**config.mk**
```make
export PLATFORM = sky130hd
export DESIGN_NAME = lfsr_stream
export DESIGN_NICKNAME = d
export VERILOG_FILES = /design/src/rtl/lfsr_stream.sv
export SDC_FILE = /design/constraint.sdc
export NUM_CORES = 1
export LEC_CHECK = 0
export ABC_AREA = 0
export CAP_MARGIN = 20
export CELL_PAD_IN_SITES_DETAIL_PLACEMENT = 2
export CELL_PAD_IN_SITES_GLOBAL_PLACEMENT = 2
export CORE_UTILIZATION = 31
export CTS_CLUSTER_SIZE = 24
export DETAILED_ROUTE_END_ITERATION = 8
export MAX_ROUTING_LAYER = met4
export PLACE_DENSITY = 0.85
export SLEW_MARGIN = 15
export SYNTH_ARGS = -nofsm -noshare
export SYNTH_HDL_FRONTEND = slang
export SYNTH_SLANG_ARGS = --single-unit
```
**constraint.sdc**
```tcl
create_clock -name clk_i -period 3.1 [get_ports clk_i]
set_input_delay 0.465 -clock clk_i [delete_from_list [all_inputs] [get_ports clk_i]]
set_output_delay 0.465 -clock clk_i [all_outputs]
set_load 0.01 [all_outputs]
```
**src/rtl/lfsr_stream.sv**
```systemverilog
// Fibonacci LFSR random source: one bit per enabled clock, OUT_W-bit words on a valid/ready stream.
// Optional build macro LFSR_LOCKUP_GUARD_EN keeps the register out of the all-zero lock-up state.
module lfsr_stream #(
  parameter int unsigned      WIDTH = 16,
  parameter logic [WIDTH-1:0] TAPS  = 16'hB400,
  parameter logic [WIDTH-1:0] SEED  = 16'hBEEF,
  parameter int unsigned      OUT_W = 4
) (
  input  logic             clk_i,
  input  logic             rst_ni,
  input  logic             enable_i,
  input  logic             reseed_i,
  input  logic [WIDTH-1:0] seed_i,
  output logic [OUT_W-1:0] out_data_o,
  output logic             out_valid_o,
  input  logic             out_ready_i
);

  localparam int unsigned     CntW    = $clog2(OUT_W + 1);
  localparam logic [CntW-1:0] CntLast = CntW'(OUT_W - 1);

  logic [WIDTH-1:0] state_q, state_d;
  logic [CntW-1:0]  cnt_q, cnt_d;
  logic             valid_q, valid_d;

  logic             feedback;
  logic             hold;
  logic             shift;
  logic [WIDTH-1:0] shift_val;
  logic [WIDTH-1:0] seed_val;

  assign feedback = ^(state_q & TAPS);
  // A pending word blocks shifting until it is taken.
  assign hold     = valid_q & ~out_ready_i;
  assign shift    = enable_i & ~reseed_i & ~hold;

`ifdef LFSR_LOCKUP_GUARD_EN
  assign shift_val = (state_q == '0) ? SEED : {state_q[WIDTH-2:0], feedback};
  assign seed_val  = (seed_i == '0) ? SEED : seed_i;
`else
  assign shift_val = {state_q[WIDTH-2:0], feedback};
  assign seed_val  = seed_i;
`endif

  always_comb begin
    state_d = state_q;
    cnt_d   = cnt_q;
    valid_d = valid_q;
    if (reseed_i) begin
      // Reseed discards any pending word, even one being accepted this cycle.
      state_d = seed_val;
      cnt_d   = '0;
      valid_d = 1'b0;
    end else if (shift) begin
      state_d = shift_val;
      if (cnt_q == CntLast) begin
        cnt_d   = '0;
        valid_d = 1'b1;
      end else begin
        cnt_d   = cnt_q + CntW'(1);
        valid_d = 1'b0;
      end
    end else begin
      valid_d = valid_q & ~out_ready_i;
    end
  end

  always_ff @(posedge clk_i or negedge rst_ni) begin
    if (!rst_ni) begin
      state_q <= SEED;
      cnt_q   <= '0;
      valid_q <= 1'b0;
    end else begin
      state_q <= state_d;
      cnt_q   <= cnt_d;
      valid_q <= valid_d;
    end
  end

  assign out_data_o  = state_q[OUT_W-1:0];
  assign out_valid_o = valid_q;

endmodule

```
Yosys cells after proc, flatten, opt, wreduce, memory -nomap -nowiden

Index checks and enable logic that the tools add are counted.
Widths: inputs -> output; s select.

Multiplexer cells: 8
Eq/ne operators: 1
Reductions and logical operators: 2
Add/sub/neg operators: 1
Bitwise operators: 6

Operator list:

| operator            | count |
|---|---|
| $mux 16             | 2 |
| $reduce_xor 16->1   | 1 |
| $mux 3              | 3 |
| $add 3x1->3 const B | 1 |
| $and 1x1->1         | 3 |
| $eq 3x2->1 const B  | 1 |
| $mux 1              | 3 |
| $not 1->1           | 3 |
| $reduce_bool 2->1   | 1 |

Output and inout port bits: 5
Word-level logic and storage cells: 21
Bits in registers: 20

Depth between registers and ports, before layout

Word-level depth: 6
Gate-level depth with buffers: 5

Worst setup path before layout

Ideal clock, no wire load.

Path kind: reg2reg
From: reg valid_q (netlist: out_valid_o)
To: reg cnt_q[0]
Library setup time: 77 ps
Path buffers: 1
Path slack: 1896 ps
Cell stages (with the launch flop): 5
Data arrival time: 1126 ps
Data required time: 3023 ps
Clock period less this slack: 1204 ps
Cell sequence: dfrtp_1 nor2b_4 buf_6 a2111o_1 a21oi_1

Word-level cells in the longest chain between the ends: 4

Ends and longest elaborated chain:

| element                            | RTL line | source |
|---|---|---|
| start: declaration                 | 24       | `logic valid_q, valid_d;` |
| start signal: assignment           | 76       | `valid_q <= valid_d;` |
| $and 1x1->1                        | 34       | `assign hold = valid_q & ~out_ready_i;` |
| $not 1->1                          | 35       | `assign shift = enable_i & ~reseed_i & ~hold;` |
| $and 1x1->1                        | 35       |  |
| $reduce_bool 2->1 (no source line) | n/a      |  |
| end signal: assignment             | 75       | `cnt_q <= cnt_d;` |
| end: declaration                   | 23       | `logic [CntW-1:0] cnt_q, cnt_d;` |

No other way between the ends.
A chain may end at the register's enable or synchronous reset.

Worst setup path after layout

From: reg state_q[2]
To: out out_data_o[2]

RTL lines:

| element                  | RTL line | source |
|---|---|---|
| start: declaration       | 22       | `logic [WIDTH-1:0] state_q, state_d;` |
| start signal: assignment | 74       | `state_q <= state_d;` |
| end: declaration         | 14       | `output logic [OUT_W-1:0] out_data_o,` |

No word-level cell between the ends.

==> metrics <==
status=complete, no violations; Total Nets Final=155; first-pass GRT wire length=slightly above 5 mm; GRT Util Overall=20.0%; WL/cell=17.7 um; RSZ-0062 raised after global routing=no; CTS tree=done; setup TNS=0 ps; critical path arrival=1420 ps; CP Data Required Time=2630 ps; Initial DRC Count=18; vias per inst=5.38; Gate Count Post-Synth=approximately 120; DRC=0; boundary pin count=26; Fmax=about 0.53 GHz; Clock Tree Buf Depth=2; Crit path largest cell delay=570 ps; drt pass-1 iters=4; row count=20; post-cts resize count=0; starting density of the core=33.6%; htree depth=1; P_leak=0.000499 uW; root buffer cell=clkbuf_4; Max FO, Critical Path=3; Syn Area/Cell=9.14 um^2; antenna violations before repair=0; maxcap violations=0; routed wire length=3.11 mm; final setup margin=1210 ps; Hold Path Origin=state_q[12]$_DFFE_PN1P_; top cell type's share of synthesized area=32.2%; delay-heaviest family, CP=flip-flops; largest net degree at the start of global routing=33; final setup fails=0; hold_buf cts=0; DP Wirelength=1.98 mm; FF+latch count, synth=20; Max Slew Vio Count=0; Final period util=61.0%; YS warnings=0; crit path capture type=output port; synth top area cells=dfstp_2 32%, dfrtp_1 17%, a31oi_1 8.9%; Least-Margin Pin Slew=957 ps; worst hold path class=flop to flop; via count=946; crit-path cells=clkdlybuf4s50_1; Synth area leader=dfstp_2; Rel. slew slack=a little over a third; Pwr Density=494 nW/um^2; die width=60.5 um; worst-skew pair later-pin latency=between 300 and 400 ps; CP max stage cell=dfstp_2; Mapped Area=~1100 um^2; GRT overflow=0; core box area=3150 um^2; Distinct cells, synth=23; ANT nets after route=0; vias in the first global route=between 1000 and 1500; WP buf/inv=1; clock net sink count=20; Setup CP Type=flop to output port; Die ar.=approximately 3700 um^2; CTS clk-pin slew, worst paths=between 100 and 150 ps; Worst VDD drop=0.181 mV; Mapped Nets=138; Clock Skew=11.3 ps; Setup Buffers After CTS=0; Die H=60.5 um; share of layout cells above drive strength 1=approximately 16%; area delta synth->final=25.6%; Worst Setup Start Kind=flop; Setup WS pre-CTS=996 ps; post-synthesis sequential area ratio=48.8%; CTS buffer count=3; CP startpoint=state_q[2]$_DFFE_PN1P_; shortest period the worst path allows=1890 ps; Fin. Hold Viols=0; Routability Congestion=about 0.7; Port Buffers=25; antenna cell count=0; R2R Path Start=out_valid_o$_DFF_PN0_
final timing paths:
path                            depth (start not counted)                 endpoint  slack, ps
max in group asynchronous                               1     cnt_q[0]$_DFFE_PN0P_       1840
worst min-delay path                                    2  state_q[13]$_DFFE_PN1P_        520
worst max register to register                          3  state_q[12]$_DFFE_PN1P_       1660
worst min register to register                          2  state_q[13]$_DFFE_PN1P_        520
min in group asynchronous                               1   state_q[8]$_DFFE_PN0P_        670
worst max-delay path                                    1            out_data_o[2]       1210
cells in the final DEF, fill, tap and decap left out, types with 6 or more instances in the layout:
cell,count
clkdlybuf4s50_1,25
nand3_1,18
nor2_1,15
a31oi_1,15
dfstp_2,13
o21ai_1,11
dfrtp_1,7
o21ai_0,6
cells by family (layout without fill, tap and decap cells):
kind of cell,Yosys count,in the layout,share of synthesized area [%]
flip-flops,20,20,48.8
AND/OR/NAND/NOR,36,36,16.1
XOR/XNOR,3,3,2.48
buffers and inverters,17,33,9.92
AO/OA/AOI/OAI,39,39,21.6
adder cells (fa/ha/maj),1,1,1.18
metrics by stage:
| stage | hold WS, ps | area (um^2) | total power [uW] | std cells | utilization [%] |
|---|---|---|---|---|---|
| 3_5_place_dp | 506 | 1280 | 441 | 172 | 40.6 |
| 6_report | 523 | 1330 | 658 | 176 | 42.2 |
| 2_1_floorplan | 169 | 1060 | 385 | 116 | - |
| 3_3_place_gp | 482 | 1280 | 432 | 172 | 40.6 |
| 4_1_cts | 523 | 1330 | 664 | 176 | 42.2 |
| 5_1_grt | 547 | 1330 | 693 | 176 | 42.2 |
layout make-up:
cell class | count | area, um^2
Tap cell | 44 | 55.1
Multi-Input combinational cell | 79 | 438
Clock inverter | 1 | 30.0
Sequential cell | 20 | 517
Inverter | 3 | 11.3
Clock buffer | 3 | 22.5
Timing Repair Buffer | 26 | 258
Fill cell | 358 | 1820
flip-flops by register name (all words and copies together), names as in the netlist:
register,count
cnt_q,3
out_valid_o,1
state_q,16
worst min-delay path: stages (launching register included):
cell and delay [ps]:
dfstp_2 410, nand3_1 60, a31oi_1 80
power breakdown:
group | total, uW | internal, uW | leakage [uW] | switching (uW)
logic | 122 | 62.9 | 0.000246 | 58.9
registers | 316 | 299 | 0.000226 | 17.1
clock network | 220 | 131 | 0.0000279 | 89.4
total | 658 | 492 | 0.000499 | 165
layer usage:
layer	vias to the layer above	global-route usage, %	part of all wire, %
met3	2	2.56	3.6
met5	-	-	0
met1	476	25.0	46
met4	0	4.87	0.48
li1	446	-	-
met2	22	34.2	50
synth_stat cells:
library cell / n
nand2_1: 1
dfrtp_1: 7
inv_2: 2
a31oi_1: 15
clkbuf_1: 3
buf_2: 3
buf_6: 3
xnor2_1: 3
o21ai_1: 11
dfstp_2: 13
buf_4: 4
a311oi_1: 1
a2111o_1: 1
nand2b_1: 1
o211ai_1: 2
nor2_1: 15
buf_1: 1
a21oi_1: 3
ha_1: 1
o21ai_0: 6
nand3_1: 18
nor2b_4: 1
inv_1: 1
No activity file was read; power rests on OpenSTA's default activity.
